===== config.mk =====
export PLATFORM = sky130hd
export DESIGN_NAME = dcache_direct_wb
export DESIGN_NICKNAME = d
export VERILOG_FILES = /design/src/rtl/dcache_direct_wb.sv
export SDC_FILE = /design/constraint.sdc
export NUM_CORES = 1
export LEC_CHECK = 0
export ABC_CLOCK_PERIOD_IN_PS = 6500
export CORE_MARGIN = 5
export CORE_UTILIZATION = 50
export CTS_CLUSTER_DIAMETER = 80
export DETAILED_ROUTE_END_ITERATION = 16
export PLACE_DENSITY = 0.76
export SYNTH_ARGS = -nofsm -noshare
export SYNTH_HDL_FRONTEND = slang
export SYNTH_SLANG_ARGS = --single-unit

===== constraint.sdc =====
create_clock -name CLK -period 6.5 [get_ports CLK]
set_clock_uncertainty 0.2 [all_clocks]
set_input_delay 1.95 -clock CLK [delete_from_list [all_inputs] [get_ports CLK]]
set_output_delay 1.95 -clock CLK [all_outputs]
set_load 0.02 [all_outputs]

===== src/rtl/dcache_direct_wb.sv =====
// dcache_direct_wb: direct-mapped, write-back, write-allocate data cache.
// Geometry: 8 lines x 4 bytes, 8-bit byte address {tag[7:5], index[4:2], offset[1:0]}.
// A miss latches the block address, writes back a dirty victim if needed,
// then fetches the requested block; the held CPU request hits afterwards.
// Optional build macro DCACHE_STATS_EN adds saturating hit/miss counters.
module dcache_direct_wb (
    input  logic        CLK,
    input  logic        RESET,
    input  logic        read,
    input  logic        write,
    input  logic [7:0]  address,
    input  logic [7:0]  writedata,
    output logic [7:0]  readdata,
    output logic        busywait,
    output logic        mem_read,
    output logic        mem_write,
    output logic [5:0]  mem_address,
    output logic [31:0] mem_writedata,
    input  logic [31:0] mem_readdata,
    input  logic        mem_busywait
`ifdef DCACHE_STATS_EN
    ,
    output logic [15:0] hit_count,
    output logic [15:0] miss_count
`endif
);

    typedef enum logic [1:0] {
        IDLE,
        WRITEBACK,
        FETCH
    } state_t;

    state_t state, next_state;

    logic [31:0] data_arr [8];
    logic [2:0]  tag_arr  [8];
    logic [7:0]  valid_arr;
    logic [7:0]  dirty_arr;

    logic [5:0]  miss_blk;    // {tag,index} of the block being refilled
    logic [7:0]  readdata_q;  // last byte returned, held between read hits

    logic [2:0]  index;
    logic [1:0]  offset;
    logic [2:0]  miss_index;
    logic        req;
    logic        hit;
    logic        read_hit;
    logic        write_hit;
    logic        miss_start;
    logic        mem_done;
    logic [7:0]  sel_byte;

    assign index      = address[4:2];
    assign offset     = address[1:0];
    assign miss_index = miss_blk[2:0];
    assign req        = read | write;
    assign hit        = valid_arr[index] && (tag_arr[index] == address[7:5]);
    // A simultaneous read and write is a store.
    assign read_hit   = (state == IDLE) && read && !write && hit;
    assign write_hit  = (state == IDLE) && write && hit;
    assign miss_start = (state == IDLE) && req && !hit;
    assign mem_done   = !mem_busywait;
    assign sel_byte   = data_arr[index][{offset, 3'b000} +: 8];
    assign readdata   = read_hit ? sel_byte : readdata_q;

    // State register.
    // NOTE: sequential state uses non-blocking assignments so every flop samples pre-edge values.
    always_ff @(posedge CLK or posedge RESET) begin
        if (RESET) state <= IDLE;
        else       state <= next_state;
    end

    // Next-state and memory-handshake outputs.
    // NOTE: every output gets a default first so no path leaves a latch behind.
    always_comb begin
        next_state    = state;
        busywait      = 1'b0;
        mem_read      = 1'b0;
        mem_write     = 1'b0;
        mem_address   = miss_blk;
        mem_writedata = data_arr[miss_index];
        case (state)
            IDLE: begin
                if (miss_start) begin
                    busywait   = 1'b1;
                    next_state = (valid_arr[index] && dirty_arr[index]) ? WRITEBACK : FETCH;
                end
            end
            WRITEBACK: begin
                busywait    = 1'b1;
                mem_write   = 1'b1;
                mem_address = {tag_arr[miss_index], miss_index};
                if (mem_done) next_state = FETCH;
            end
            FETCH: begin
                busywait = 1'b1;
                mem_read = 1'b1;
                if (mem_done) next_state = IDLE;
            end
            default: next_state = IDLE;
        endcase
    end

    // Line status bits, refill address latch and held read data.
    always_ff @(posedge CLK or posedge RESET) begin
        if (RESET) begin
            valid_arr  <= '0;
            dirty_arr  <= '0;
            miss_blk   <= '0;
            readdata_q <= '0;
        end else begin
            if (miss_start) miss_blk <= address[7:2];
            if (read_hit)   readdata_q <= sel_byte;
            if (write_hit)  dirty_arr[index] <= 1'b1;
            if (state == FETCH && mem_done) begin
                valid_arr[miss_index] <= 1'b1;
                dirty_arr[miss_index] <= 1'b0;
            end
        end
    end

    // Data and tag arrays: store hits and block refills.
    // NOTE: the arrays carry no reset; valid bits alone decide whether their contents mean anything.
    always_ff @(posedge CLK) begin
        if (write_hit) data_arr[index][{offset, 3'b000} +: 8] <= writedata;
        if (state == FETCH && mem_done) begin
            data_arr[miss_index] <= mem_readdata;
            tag_arr[miss_index]  <= miss_blk[5:3];
        end
    end

`ifdef DCACHE_STATS_EN
    logic after_refill;  // the next IDLE cycle replays an access already counted as a miss

    // Saturating per-access hit/miss counters.
    always_ff @(posedge CLK or posedge RESET) begin
        if (RESET) begin
            hit_count    <= '0;
            miss_count   <= '0;
            after_refill <= 1'b0;
        end else begin
            if (state == FETCH && mem_done) after_refill <= 1'b1;
            else if (state == IDLE)         after_refill <= 1'b0;
            if (state == IDLE && req && !after_refill) begin
                if (hit) begin
                    if (hit_count != 16'hFFFF) hit_count <= hit_count + 16'd1;
                end else begin
                    if (miss_count != 16'hFFFF) miss_count <= miss_count + 16'd1;
                end
            end
        end
    end
`endif

endmodule

==> impl_summary.log, run 1 <==
INFO  metric post-route-drc-count = 0
INFO  metric cellInternalPower = ~4.9 mW
INFO  metric globalRouteOverflowTotal = 0
INFO  metric worst_path_max_delay_cell = mux4_2
INFO  metric start_util = 0.5034
INFO  metric path_class = input pin to output port
INFO  metric outcome = complete, no violations
INFO  metric yosys.area.top_type_share = 0.5489
INFO  metric timing.critical_path.required = approximately 4.4 ns
INFO  metric combPwrFrac = 0.350
INFO  metric gp_congestion = a little under 1
INFO  metric num_io_pins = between 100 and 150
INFO  metric clock_tree_root = clkbuf_16
INFO  metric total_routed_wirelength = 47,270 um
INFO  metric max_stage_delay = approximately 0.5 ns
INFO  metric pre_antenna_drt_iters = 5
INFO  metric clock_path_buffers = 3
INFO  metric yosys_most_used_dff = edfxtp_1
INFO  metric nNetsFinal = approximately 1,200
INFO  metric yosysWarnings = 0
INFO  metric synthDistinctLibCells = between 60 and 70
INFO  metric grt_start_max_net_pins = 55
INFO  metric wire_per_inst = between 20 and 30 um
INFO  metric final_max_slew_viol_count = 0
INFO  metric worst_path_dominant_cell_family = buffers and inverters
INFO  metric syn_inst_count = between 900 and 1,000
INFO  metric post-route-min-period = approximately 6.5 ns
INFO  metric ys_ff_latch = about 310
INFO  metric final_layout_size_suffix_gt1_frac = 0.3347
INFO  metric total_leakage_power = 6.650 nW
INFO  metric synth-seq-area-share = 0.6012
INFO  metric critical_path.endpoint_type = output port
INFO  metric postCtsSetupBuffers = 0
INFO  metric max-slew-margin-rel = 0.2498
INFO  metric rsz0062_at_grt = no
INFO  metric power.density = around 380 nW/um^2
INFO  metric maxCapViolations = 0
INFO  metric fin_tns_setup = 0 ns
INFO  metric setup_violations = 0
INFO  metric diodes = 0
INFO  metric cts_hold_buffers = 0
INFO  metric io_buffers = between 100 and 150
INFO  metric ctsHtreeMaxLevel = 2
INFO  metric drtAntennaViolNets = 0
INFO  metric gr-usage-all-layers = 0.2774
INFO  metric critical_path.startpoint_type = input pin
INFO  metric tritoncts_num_sinks = ~310
INFO  metric die-area = 34,240 um^2
INFO  metric synth_area_leaders = edfxtp_1 (55%), mux4_2 (12%), mux2_2 (5.8%)
INFO  metric synth_common_cells = edfxtp_1 (280), mux4_2 (85), mux2_2 (79), nor2_1 (61), mux2i_1 (39)
INFO  metric drt_iter0_markers = 1,427
INFO  metric pwr-share-clk = 0.261
INFO  metric synth_top_area_cell = edfxtp_1
INFO  metric area_growth_syn_to_layout = 22.80%
INFO  metric hp-class = flop to flop
INFO  metric worst_slew_pin_slew = approximately 1.1 ns
INFO  metric worstPathCellList = buf_4, buf_12, buf_4, mux4_2, nor2_1, o21ai_0, o21ai_1, o2bb2ai_2, mux2_2, dlygate4sd2_1
INFO  metric cts.clk_slew.worst_paths = 0.06 ns
INFO  metric global_route_wire_length_before_repair = 69,860 um
INFO  metric peakVddDrop = 0.0003029 V
INFO  metric timing.critical_path.mode_cell = buf_4
INFO  metric initial_antenna_violation_count = 1
INFO  metric rows = 64
INFO  metric totalPowerFinal = around 7.2 mW
INFO  metric number_of_enable_flip_flop_cells_after_synthesis = 280
INFO  metric die_height = 185.0 um
INFO  metric ys_async_sr_fraction = 0.1026
INFO  metric cts_made_buffers = 35
INFO  metric clock_tree_from_tritoncts = yes
INFO  metric cp.arrival = ~4.3 ns
INFO  metric fin_crit_sh = 0.9926
INFO  metric worstPathMaxFanout = 18
INFO  metric worst_skew_pair.late_latency = 0.53 ns
INFO  metric netlist_area = ~15,000 um^2
INFO  metric synth.most_common_cell = edfxtp_1
INFO  metric vias_per_cell = around 6.7
INFO  metric grt_pass1_vias = between 10,000 and 15,000
INFO  metric num_vias = approximately 11,000
INFO  metric timing_hold_violations_final = 0
INFO  metric fmaxAchievable = 155.0 MHz
INFO  metric power.net_switching = about 2.3 mW
INFO  metric critPathBufInv = 4
INFO  metric dp_hpwl = 32,300 um
INFO  metric chipWidth = roughly 190 um
INFO  metric power.share.switching = 0.3249
INFO  metric power.sequential.fraction = 0.388
INFO  metric syn_area_per_cell = between 15 and 20 um^2
INFO  metric coreArea = roughly 30,000 um^2
INFO  metric net_count_synth = between 1,000 and 1,500
[routing by layer]
layer	vias to the layer above	global-route usage	wire, um
met5	-	0	13
met4	2	0.1116	2216
met3	159	0.08405	5778
met2	730	0.4371	21990
met1	5443	0.3642	17270
li1	4384	-	-
[power by group through the flow]
stage	clock, mW	combinational, mW	sequential (mW)
5_1_grt	2.01	2.67	2.84
3_5_place_dp	0	2.52	2.84
2_1_floorplan	0	1.72	2.61
4_1_cts	1.90	2.53	2.81
6_report	1.89	2.53	2.81
3_3_place_gp	0	2.49	2.83
[metrics by stage]
stage | hold slack (ns) | cells | utilization | area [um^2] | worst slack (ns)
floorplan | 0.2337 | 969 | - | 15320 | 0.6228
global placement | 0.2509 | 1536 | 0.5808 | 17670 | -0.2349
detailed placement | 0.2501 | 1536 | 0.5808 | 17670 | -0.2132
CTS | 0.2662 | 1597 | 0.6178 | 18800 | 0.02133
global route | 0.2849 | 1597 | 0.6182 | 18810 | 0.01818
finish | 0.2664 | 1597 | 0.6182 | 18810 | 0.04823
[placed cells by master (no fill, tap or decap), drive strengths merged, types with 29 or more instances in the layout]
| master | n |
|---|---|
| a22o | 38 |
| mux2 | 79 |
| dfrtp | 32 |
| clkbuf | 41 |
| buf | 149 |
| a221oi | 29 |
| mux2i | 39 |
| nor2 | 62 |
| clkdlybuf4s50 | 89 |
| a21oi | 34 |
| mux4 | 85 |
| edfxtp | 280 |
[final timing paths]
check                                  to  cells past startpoint    startpoint  slack [ns]
min reg2reg                  valid_arr[5]                      1  valid_arr[5]        0.27
min                          valid_arr[5]                      1  valid_arr[5]        0.27
max reg2reg                data_arr[4][5]                      5   miss_blk[2]        2.91
max in group asynchronous     miss_blk[0]                      3         RESET        4.04
max                           readdata[7]                     10    address[3]        0.05
min in group asynchronous        state[0]                      3         RESET        1.67
[state kept, by name, indices dropped and copies added (netlist names)]
| register | count |
|---|---|
| data_arr | 256 |
| miss_blk | 6 |
| readdata_q | 8 |
| valid_arr | 8 |
| tag_arr | 24 |
| dirty_arr | 8 |
| state | 2 |
[cell type report]
| class | instances | area [um^2] |
|---|---|---|
| Inverter | 20 | 75.07 |
| Clock buffer | 41 | 919.6 |
| Multi-Input combinational cell | 561 | 5659 |
| Timing Repair Buffer | 247 | 2266 |
| Clock inverter | 20 | 178.9 |
| Fill cell | 2225 | 11620 |
| Tap cell | 396 | 495.5 |
| Sequential cell | 312 | 9218 |
[cells by family (layout without fill, tap and decap cells)]
family | Yosys count | in the layout | synth area share
DFF | 312 | 312 | 0.6012
muxes | 203 | 203 | 0.2085
AOI/OAI and AO/OA | 202 | 202 | 0.1031
and+or+nand+nor | 147 | 147 | 0.04762
buffers and inverters | 96 | 328 | 0.03226
adders and majority gates | 9 | 9 | 0.007351
[repair_timing]
action | 4_1_cts | 5_1_grt
endpoints found under the setup margin | 9 | 5
resized for setup | 18 | 3
endpoints found under the hold margin | 0 | 0
pin swaps | 1 | 2
Note: power is estimated with default switching activity, not from simulation.
==> inputs of run 2 (changes only) <==
--- a/config.mk
+++ b/config.mk
@@ -10,7 +10,7 @@
 export CORE_UTILIZATION = 50
 export CTS_CLUSTER_DIAMETER = 80
 export DETAILED_ROUTE_END_ITERATION = 16
-export PLACE_DENSITY = 0.76
+export PLACE_DENSITY = 0.69
 export SYNTH_ARGS = -nofsm -noshare
 export SYNTH_HDL_FRONTEND = slang
 export SYNTH_SLANG_ARGS = --single-unit
==> impl_summary.log, run 2 (synthesis results as in run 1) <==
INFO  metric dp_slack = -0.2283 ns
INFO  metric power.density = slightly below 400 nW/um^2
INFO  metric worst_hold_path.num_cells = 1
INFO  metric timing_hold_violations_final = 0
INFO  metric nNetsFinal = ~1,200
INFO  metric r2r_cells = 5
INFO  metric critical_path.startpoint_type = input pin
INFO  metric timing.critical_path.required = 4.35 ns
INFO  metric top_register = data_arr
INFO  metric m1WireLength = 18,130 um
INFO  metric drt_iter0_markers = approximately 1,400
INFO  metric gp_congestion = 0.9109
INFO  metric cts.clk_slew.worst_paths = 0.06 ns
INFO  metric num_vias = between 10,000 and 15,000
INFO  metric ctsHtreeMaxLevel = 2
INFO  metric met2_layer_wire_length_in_the_routed_design = approximately 23,000 um
INFO  metric total_routed_wirelength = ~47,000 um
INFO  metric tritoncts_num_sinks = 312
INFO  metric chipWidth = between 150 and 200 um
INFO  metric critical_path.endpoint_type = output port
INFO  metric totalPowerFinal = 7.294 mW
INFO  metric fmaxAchievable = 154.4 MHz
INFO  metric maxCapViolations = 0
INFO  metric coreArea = ~30,000 um^2
INFO  metric final_layout_size_suffix_gt1_frac = 0.3361
INFO  metric clock_tree_root = clkbuf_16
INFO  metric post-place-cells = 1,539
INFO  metric wire_per_inst = between 20 and 30 um
INFO  metric dp_hpwl = roughly 33,000 um
INFO  metric die_height = 185.0 um
INFO  metric peakVddDrop = between 0.0002 and 0.0003 V
INFO  metric finish.instance_area = between 15,000 and 20,000 um^2
INFO  metric final_max_slew_viol_count = 0
INFO  metric worst_slew_pin_slew = ~1.1 ns
INFO  metric postCtsSetupBuffers = 0
INFO  metric num_io_pins = just over 100
INFO  metric pre_antenna_drt_iters = 5
INFO  metric gr-usage-all-layers = 0.2756
INFO  metric cp.arrival = around 4.3 ns
INFO  metric cts_made_buffers = 34
INFO  metric hp-class = flop to flop
INFO  metric rsz0062_at_grt = no
INFO  metric layout_common_cells = edfxtp_1 (280), buf_4 (136), clkdlybuf4s50_1 (89), mux4_2 (85), mux2_2 (79)
INFO  metric drtAntennaViolNets = 0
INFO  metric post-route-min-period = roughly 6.5 ns
INFO  metric largest_registers = data_arr: 256 flops, tag_arr: 24 flops
INFO  metric layout.cells.non_filler = roughly 1,600
INFO  metric globalRouteOverflowTotal = 0
INFO  metric dpl-instance-area = roughly 18,000 um^2
INFO  metric io_buffers = roughly 100
INFO  metric clock_path_buffers = 3
INFO  metric fin_crit_sh = 0.9963
INFO  metric max-slew-margin-rel = 0.2463
INFO  metric largest_register_ffs = 256
INFO  metric start_util = 0.5034
INFO  metric post-route-drc-count = 0
INFO  metric initial_antenna_violation_count = 2
INFO  metric diodes = 0
INFO  metric top_layer_used = met5
INFO  metric setup_violations = 0
INFO  metric setup_slack = approximately 0.024 ns
INFO  metric final_common_cell = edfxtp_1
INFO  metric grt_start_max_net_pins = slightly below 50
INFO  metric die-area = approximately 34,000 um^2
INFO  metric grt_pass1_vias = ~11,000
INFO  metric area_growth_syn_to_layout = 23.38%
INFO  metric worstPathMaxFanout = 18
INFO  metric worst_skew_pair.late_latency = between 0.5 and 0.6 ns
INFO  metric cts_hold_buffers = 0
INFO  metric path_class = input pin to output port
INFO  metric outcome = complete, no violations
INFO  metric global_route_wire_length_before_repair = 69,130 um
INFO  metric total_leakage_power = 6.700 nW
INFO  metric met3_wirelength = around 5000 um
INFO  metric vias_per_cell = 6.586
INFO  metric clock_tree_from_tritoncts = yes
INFO  metric rows = 64
## run 2: cell count changes in the layout (fill, tap and decap cells not counted), moves of 2 or more
cell / change
clkinv_1: +2
clkinv_4: -2
clkbuf_8: +3
buf_4: +3
clkbuf_16: +2
clkinv_2: -3
o21ai_0: -2
## run 2: critical path, cell delays in order
cell and delay, ns:
buf_4 0.14, buf_4 0.18, buf_12 0.18, mux2_2 0.35, a221oi_1 0.26, o221ai_1 0.25, o211ai_1 0.22, o31ai_1 0.13
mux2_2 0.32, dlygate4sd2_1 0.33
## run 2: metal layers
| layer | track usage | vias up |
|---|---|---|
| met3 | 0.05951 | 123 |
| li1 | - | 4400 |
| met2 | 0.4459 | 651 |
| met5 | 0 | - |
| met1 | 0.3781 | 5366 |
| met4 | 0.08691 | 4 |
## run 2: cell type report
class	instances	area, um^2
Clock inverter	16	140.1
Fill cell	2260	11530
Multi-Input combinational cell	561	5664
Sequential cell	312	9218
Timing Repair Buffer	250	2297
Clock buffer	46	1011
Tap cell	396	495.5
Inverter	20	75.07
## run 2: what timing repair did
action                     4_1_cts  5_1_grt
gates resized for setup         22        1
setup endpoints to repair        9        2
cloned                           0        0
pin swaps                        1        1
## run 2: final timing paths
kind | startpoint | end | slack (ns)
max in group asynchronous | RESET | miss_blk[1] | 4.05
max | address[4] | readdata[5] | 0.02
min reg2reg | valid_arr[3] | valid_arr[3] | 0.27
min | valid_arr[3] | valid_arr[3] | 0.27
min in group asynchronous | RESET | state[1] | 1.67
max reg2reg | miss_blk[1] | data_arr[7][28] | 2.44
## run 2: power by group
group / internal [mW] / switching, mW
logic: 1.27 / 1.23
registers: 2.51 / 0.312
clock network: 1.18 / 0.786
## run 2: per-stage QoR
step                  util  TNS [ns]  hold slack [ns]
finish              0.6211         0           0.2695
global route        0.6211         0           0.2884
CTS                 0.6211         0           0.2685
detailed placement  0.5819    -1.573           0.2545
global placement    0.5819   -0.9120           0.2478
floorplan                -         0           0.2337
==> inputs of run 3 (changes only) <==
--- a/config.mk
+++ b/config.mk
@@ -10,7 +10,7 @@
 export CORE_UTILIZATION = 50
 export CTS_CLUSTER_DIAMETER = 80
 export DETAILED_ROUTE_END_ITERATION = 16
-export PLACE_DENSITY = 0.69
+export PLACE_DENSITY = 0.77
 export SYNTH_ARGS = -nofsm -noshare
 export SYNTH_HDL_FRONTEND = slang
 export SYNTH_SLANG_ARGS = --single-unit
==> impl_summary.log, run 3 (synthesis results as in run 1) <==
INFO  metric critical_path.endpoint_type = output port
INFO  metric worst_skew_pair.late_latency = ~0.53 ns
INFO  metric setup_slack = -0.01134 ns
INFO  metric global_route_wire_length_before_repair = 68,960 um
INFO  metric rsz0062_at_grt = no
INFO  metric coreArea = between 30,000 and 40,000 um^2
INFO  metric timing_hold_violations_final = 0
INFO  metric die_height = between 150 and 200 um
INFO  metric worst_slew_pin_slew = around 1.1 ns
INFO  metric post-route-drc-count = 0
INFO  metric pre_antenna_drt_iters = 5
INFO  metric path_class = input pin to output port
INFO  metric fin_tns_setup = -0.01134 ns
INFO  metric start_util = 0.5034
INFO  metric peakVddDrop = approximately 0.00029 V
INFO  metric outcome = finished, violations left
INFO  metric maxCapViolations = 0
INFO  metric cp.arrival = 4.36 ns
INFO  metric vias_per_cell = roughly 6.7
INFO  metric worstPathMaxFanout = 13
INFO  metric num_vias = 10,680
INFO  metric gr-usage-all-layers = 0.2723
INFO  metric fin_crit_sh = 1.002
INFO  metric gp_congestion = about 0.96
INFO  metric wire_per_inst = approximately 29 um
INFO  metric cts.clk_slew.worst_paths = about 0.06 ns
INFO  metric largest_register_ffs = roughly 260
INFO  metric final_layout_size_suffix_gt1_frac = 0.3300
INFO  metric nNetsFinal = about 1,200
INFO  metric top_register = data_arr
INFO  metric clock_tree_from_tritoncts = yes
INFO  metric final_common_cell = edfxtp_1
INFO  metric clock_tree_root = clkbuf_16
INFO  metric setup_violations = 1
INFO  metric max-slew-margin-rel = 0.2915
INFO  metric total_leakage_power = ~6.7 nW
INFO  metric post-route-min-period = 6.511 ns
INFO  metric dp_hpwl = approximately 32,000 um
INFO  metric critical_path.startpoint_type = input pin
INFO  metric hp-class = flop to flop
INFO  metric r2r_cells = 7
INFO  metric worst_hold_path.num_cells = 1
INFO  metric total_routed_wirelength = about 47,000 um
INFO  metric cts_made_buffers = 35
INFO  metric fmaxAchievable = about 150 MHz
INFO  metric initial_antenna_violation_count = 0
INFO  metric largest_registers = data_arr: 256 flops, tag_arr: 24 flops
INFO  metric violated_checks = setup timing
INFO  metric diodes = 0
INFO  metric postCtsSetupBuffers = 0
INFO  metric layout_common_cells = edfxtp_1 (280), buf_4 (126), clkdlybuf4s50_1 (89), mux4_2 (85), mux2_2 (79)
INFO  metric drtAntennaViolNets = 0
INFO  metric cts_hold_buffers = 0
INFO  metric final_max_slew_viol_count = 0
INFO  metric grt_start_max_net_pins = 53
INFO  metric area_growth_syn_to_layout = 23.16%
INFO  metric drt_iter0_markers = 1,203
INFO  metric final_layout_fill_cell_count = ~2,200
INFO  metric chipWidth = around 190 um
INFO  metric num_io_pins = between 100 and 150
INFO  metric die-area = ~34,000 um^2
INFO  metric postLayoutCoreUtil = 0.6200
INFO  metric io_buffers = 101
INFO  metric clock_path_buffers = 3
INFO  metric grt_pass1_vias = roughly 11,000
INFO  metric ctsHtreeMaxLevel = 2
INFO  metric timing.critical_path.required = between 4 and 5 ns
INFO  metric tritoncts_num_sinks = approximately 310
INFO  metric rows = 64
INFO  metric hold_ws = roughly 0.26 ns
INFO  metric power.density = about 390 nW/um^2
INFO  metric globalRouteOverflowTotal = 0
run 3: critical path, cell delays in order:
cell and delay [ns]:
buf_4 0.22, buf_12 0.17, buf_4 0.17, mux2_2 0.35, a22oi_1 0.32, nor2_1 0.07, o22ai_1 0.27, a221oi_1 0.15
mux2_2 0.33, dlygate4sd2_1 0.34
run 3: cell type report:
class                           instances  area [um^2]  area share
Timing Repair Buffer                  241         2251      0.1193
Clock inverter                         13        170.2    0.009020
Tap cell                              396        495.5     0.02626
Sequential cell                       312         9218      0.4886
Inverter                               20        75.07    0.003979
Multi-Input combinational cell        561         5653      0.2996
Clock buffer                           50         1003     0.05319
run 3: where the power goes:
part | switching (mW) | internal (mW)
combinational | 1.23 | 1.27
clock | 0.801 | 1.20
sequential | 0.309 | 2.51
total | 2.34 | 4.99
run 3: layer usage:
layer  wire length (um)  GRT usage
met5                  0          0
met4               1919     0.1010
met3               5838    0.07423
met2              22300     0.4385
met1              16720     0.3583
run 3: worst paths after layout:
check                             start         endpoint  slack, ns
min reg2reg                valid_arr[4]     valid_arr[4]       0.26
min in group asynchronous         RESET    readdata_q[1]       1.65
min                        valid_arr[4]     valid_arr[4]       0.26
max reg2reg                 miss_blk[2]  data_arr[6][26]       2.92
max in group asynchronous         RESET      miss_blk[1]       4.09
max                          address[4]      readdata[2]      -0.01
run 3: what timing repair did:
item                       4_1_cts  5_1_grt
resized for setup               14        4
pin swaps                        0        1
setup endpoints to repair        8        3
run 3: through the flow:
step           setup WS [ns]  cell area, um^2  power, mW  cells
5_1_grt              0.01469            18870      7.597   1593
3_3_place_gp         -0.1132            17670      5.313   1530
4_1_cts             0.004972            18840      7.346   1593
6_report            -0.01134            18870      7.330   1593
2_1_floorplan         0.6228            15320      4.332    969
3_5_place_dp         -0.1608            17670      5.360   1530
==> RTL edit 1 (config.mk and constraints of run 1) <==
The 3 states of `state_t` get a one-hot encoding in 3 bits.
--- a/src/rtl/dcache_direct_wb.sv
+++ b/src/rtl/dcache_direct_wb.sv
@@ -26,8 +26,8 @@
 );
 
-    typedef enum logic [1:0] {
-        IDLE,
-        WRITEBACK,
-        FETCH
+    typedef enum logic [2:0] {
+        IDLE      = 3'b001,
+        WRITEBACK = 3'b010,
+        FETCH     = 3'b100
     } state_t;
 
Behaviour: no difference found for any inputs over 4 cycles, from zero or initial values and one cycle with RESET high; so few cycles prove little.
==> RTL edit 1 against run 1 <==
Final area increased by 0.21%. Setup slack lost 0.023 ns. Utilization hardly changed. Sequential cell count is 1 higher. Via count up 4.8%. Wire length up 0.94%. Synthesized area up 0.56%. Register-to-register slack got worse by 0.30 ns. Sequential share of layout area about the same. Combinational power decreased by 15%. Die area is 0.52% higher. Total power is 8.0% lower. Critical path type unchanged. Largest cell class unchanged. Largest power group unchanged. Highest routed layer unchanged.
==> RTL edit 1: results (changes against run 1) <==
| Metric | Value |
|---|---|
| Clk sinks | 313 (+0.32%) |
| HPWL Detailed | 32100 um (-0.59%) |
| First-pass iteration count of the detailed router | 6 (+1) |
| Sequential standard cell area | 9240 um2 (+0.29%) |
| Mapped Nets | 1119 (+8.5%) |
| FF-to-FF Start | tag_arr[0][2] |
| Port Buf Inserts | 101 (unchanged) |
| Max Used Layer | met5 |
| Multi-input gates | 652 (+16%) |
| Post_cts resized | 39 (+21) |
| Buffer share of cell area | 11.7% (-0.32 points) |
| Delay-heaviest family, CP | multiplexers |
| Bufs w/o clock | 239 (-3.2%) |
| Logic power comb | 2.16 mW (-15%) |
| Metal2 WL | 22000 um (about the same) |
| Global-route wire length before repair | 70500 um (+0.97%) |
| Flop-to-flop setup slack | 2.61 ns (-0.30 ns) |
| Initial antenna violation count | 1 (unchanged) |
| Asr flop ratio synth | 10.5% (+0.29 points) |
| Met2 Use GR | 43.0% (-0.71 points) |
| Met3 Use GR | 7.70% (-0.71 points) |
| Fill cells | 2198 (-1.2%) |
| Worst Hold End | valid_arr[1] |
| Vias in the first global route | 11195 (+2.6%) |
| Final WL | 47700 um (+0.94%) |
| ClkCell Share | 5.58% (-0.26 points) |
| CTS buffer count | 34 (-2.9%) |
| Distinct cells, synth | 60 (-7.7%) |
| Top area cells in the synthesized netlist | edfxtp_1 (55%), mux4_2 (11%), mux2_2 (5.7%), dfrtp_1 (5.2%), a21oi_1 (2.2%) |
| M1 WL | 17000 um (-1.8%) |
| Hold Crit Start | valid_arr[1] |
| Post-synth top area share | 54.6% (-0.30 points) |
| Largest net degree at the start of global routing | 68 (+24%) |
| GR Util All Layers | 27.7% (-0.094 points) |
| Inverters excl. clock | 9 (-55%) |
| Clock buffers | 45 (+9.8%) |
| Setup crit start | address[4] |
| Grt met1 use | 37.1% (+0.63 points) |
| Maximum vdd drop | 0.218 mV (-28%) |
| Critical Path End | readdata[0] |
| Worst relative slew slack | 23.8% (-1.2 points) |
| R2R depth | 8 (+3) |
| Status | complete, no violations |
| Multi-input logic area | 5820 um2 (+2.8%) |
| Power Sequential | 2.65 mW (-6%) |
| Int Power | 4.57 mW (-6.5%) |
| Final Wtd Congestion | 0.945 (-3.2%) |
| Synth top cells by count | edfxtp_1 (280), nand2_1 (86), mux2_2 (78), mux4_2 (78), a21oi_1 (68) |
| Layout cells sized above 1 | 30.4% (-3.1 points) |
| DRT iter0 DRCs | 1641 (+15%) |
| R2r endpoint | data_arr[0][10] |
| Worst-path maximum fanout | 7 (-11) |
| Met3 WL | 6300 um (+9.0%) |
| Worst-skew pair later-pin latency | 0.53 ns (about the same) |
| Nets | 1307 (+5.5%) |
| Post-synthesis sequential area ratio | 60.0% (-0.16 points) |
| Critical Path AT | 4.32 ns (+0.02 ns) |
| DR vias/cell | 6.74 (+0.44%) |
| Lkg Pwr | 6.69 nW (+0.58%) |
## RTL edit 1: changes by cell type in the layout (fill, tap and decap cells not counted), moves of 9 or more
| cell | delta |
|---|---|
| buf_4 | -9 |
| a21oi_1 | +34 |
| a22o_1 | -27 |
| inv_1 | -10 |
| nor2_1 | -31 |
| nand2_1 | +61 |
| nand3_1 | +25 |
| mux2i_1 | -9 |
## RTL edit 1: cell families after synthesis
logic type | count (synthesis) | synth area share [%]
AOI/OAI and AO/OA | 227 | 10.1
adders and majority gates | 5 | 0.406
buffers and inverters | 96 | 2.75
DFF | 313 | 60.0
muxes | 193 | 19.6
and+or+nand+nor | 227 | 7.25
## RTL edit 1: metrics by stage
stage	instances	setup WS (ns)	hold slack, ns	total power [mW]	cell area, um2
after floorplan	1061	0.242	0.239	3.94	15400
after global placement	1608	-0.378	0.251	4.79	17700
after detailed placement	1608	-0.391	0.255	4.81	17700
after CTS	1666	-0.0445	0.269	6.65	18800
after global routing	1667	-0.0147	0.281	6.90	18900
final	1667	0.0256	0.265	6.65	18900
==> RTL edit 2 (settings of run 1) <==
Without the edit above. Build with the macro `DCACHE_STATS_EN` defined.
--- a/src/rtl/dcache_direct_wb.sv
+++ b/src/rtl/dcache_direct_wb.sv
@@ -4,4 +4,6 @@
 // then fetches the requested block; the held CPU request hits afterwards.
 // Optional build macro DCACHE_STATS_EN adds saturating hit/miss counters.
+`define DCACHE_STATS_EN
+
 module dcache_direct_wb (
     input  logic        CLK,
Function (old outputs only; new: hit_count and miss_count): no difference found for any inputs over 4 cycles, from zero or initial values and one cycle with RESET high; that may be too few to reach the edited logic, so the function may still have changed.
==> RTL edit 2 against run 1 <==
Synthesized area is 8.4% higher. Total power is 9.3% higher. Wire length is 7.3% higher. Global-route usage is 0.16 points lower. Setup slack better by 0.023 ns. Register-to-register slack better by 0.20 ns. Die area is 7.9% higher. Sequential cell count is 33 higher. Final area is 10% higher. Critical endpoint unchanged.
==> RTL edit 2: results (changes against run 1) <==
| Metric | Value |
|---|---|
| Sw frac | 32.1% (-0.38 points) |
| R2r endpoint | data_arr[3][28] |
| Initial Util | 50.8% (+0.43 points) |
| Worst relative slew slack | 16.5% (-8.5 points) |
| Nets | 1440 (+16%) |
| GR Util All Layers | 27.6% (-0.16 points) |
| DRT iter0 DRCs | 1506 (+5.5%) |
| First-pass iteration count of the detailed router | 6 (+1) |
| Status | complete, no violations |
| Layout cells sized above 1 | 28.2% (-5.3 points) |
| Hold Crit Start | valid_arr[3] |
| Met3 Use GR | 6.00% (-2.4 points) |
| R2R depth | 10 (+5) |
| Port Buf Inserts | 133 (+32%) |
| Final WL | 50700 um (+7.3%) |
| Critical Path AT | 4.28 ns (-0.02 ns) |
| Flop-to-flop setup slack | 3.11 ns (+0.20 ns) |
| Top area cells in the synthesized netlist | edfxtp_1 (51%), mux4_2 (11%), dfrtp_1 (9.8%), mux2_2 (4.7%), mux2i_1 (2.9%) |
| Mapped Nets | 1189 (+15%) |
| DR vias/cell | 6.48 (-3.5%) |
| Distinct cells, synth | 61 (-6.2%) |
| HPWL Detailed | 35800 um (+11%) |
| FF-to-FF Start | tag_arr[3][2] |
| Worst-path maximum fanout | 27 (+9) |
| Asr flop ratio synth | 18.8% (+8.6 points) |
| Synth warn | 0 (unchanged) |
| Maximum vdd drop | 0.243 mV (-20%) |
| Global-route wire length before repair | 76400 um (+9.3%) |
| Initial antenna violation count | 0 (-1) |
| Hold WS | 0.274 ns (+0.00752 ns) |
| Final Wtd Congestion | 0.929 (-4.9%) |
| Grt met1 use | 37.4% (+0.95 points) |
| Worst Hold End | valid_arr[3] |
| CTS buffer count | 38 (+8.6%) |
| Fill cells | 2385 (+7.2%) |
| Met2 Use GR | 44.1% (+0.39 points) |
| Vias in the first global route | 12320 (+13%) |
| DP Area | 19400 um2 (+10%) |
| Post-synthesis sequential area ratio | 60.4% (+0.33 points) |
| Lkg Pwr | 7.57 nW (+14%) |
RTL edit 2: metrics by stage:
step                      utilization, %  std cells  TNS (ns)  power (mW)  setup WS [ns]
after global placement              59.5       1776     -1.66        5.71         -0.280
after CTS                           63.4       1842   -0.0327        7.92        -0.0327
after global routing                63.3       1843  -0.00285        8.21       -0.00285
after detailed placement            59.5       1776     -2.02        5.76         -0.343
final                               63.3       1843         0        7.91         0.0714
after floorplan                        -       1125         0        4.62          0.318
RTL edit 2: how the worst max path moves through the flow:
stage          depth (start not counted)        from  slack (ns)     endpoint
2_1_floorplan                          7  address[4]        0.32  readdata[0]
3_5_place_dp                          11  address[4]       -0.34  readdata[0]
5_1_grt                               11  address[4]      -0.003  readdata[7]
6_report                              11  address[4]        0.07  readdata[7]
4_1_cts                               11  address[4]       -0.03  readdata[1]
3_3_place_gp                          11  address[4]       -0.28  readdata[0]
RTL edit 2: worst max-delay path, stage by stage:
cell and delay, ns:
buf_4 0.15, buf_12 0.18, nor2b_1 0.17, a221o_1 0.35
a222oi_1 0.43, nor3_2 0.09, buf_4 0.16, nand4b_4 0.11
buf_12 0.13, mux2_2 0.38, buf_2 0.17
RTL edit 2: layout make-up:
class,instances,area [um2],area share [%]
flip-flops and latches,345,10000,48.5
well taps,442,553,2.67
multi-input cells,686,6200,29.9
inverters,14,52.6,0.254
repair buffers,291,2590,12.5
clock buffers,48,1030,4.98
clock inverters,17,239,1.15
RTL edit 2: kinds of logic (layout without fill, tap and decap cells):
logic type / Yosys count / in the layout / share of synthesized area (%)
AO/OA/AOI/OAI: 231 / 231 / 10.0
XOR/XNOR: 30 / 30 / 1.58
adder cells (fa/ha/maj): 11 / 11 / 0.829
buffers and inverters: 94 / 370 / 2.38
flip-flops: 345 / 345 / 60.4
multiplexers: 195 / 195 / 18.2
AND/OR/NAND/NOR: 219 / 219 / 6.56
RTL edit 2: repair_timing:
| item | 4_1_cts | 5_1_grt |
|---|---|---|
| buffers inserted | 1 | 1 |
| hold buffers | 0 | 0 |
| endpoints found under the setup margin | 9 | 8 |
| pin swaps | 2 | 2 |
| gates resized for setup | 25 | 12 |
RTL edit 2: per-layer routing:
| metal | up-vias | part of all wire (%) |
|---|---|---|
| li1 | 5016 | - |
| met1 | 5942 | 37 |
| met2 | 838 | 47 |
| met3 | 144 | 12 |
| met4 | 0 | 4.2 |
| met5 | - | 0 |
RTL edit 2: power by group through the flow:
stage	Sequential, mW	Clock [mW]	Combinational [mW]
2_1_floorplan	2.88	0	1.74
3_3_place_gp	3.14	0	2.58
3_5_place_dp	3.15	0	2.61
4_1_cts	3.11	2.20	2.62
5_1_grt	3.15	2.31	2.75
6_report	3.11	2.20	2.60
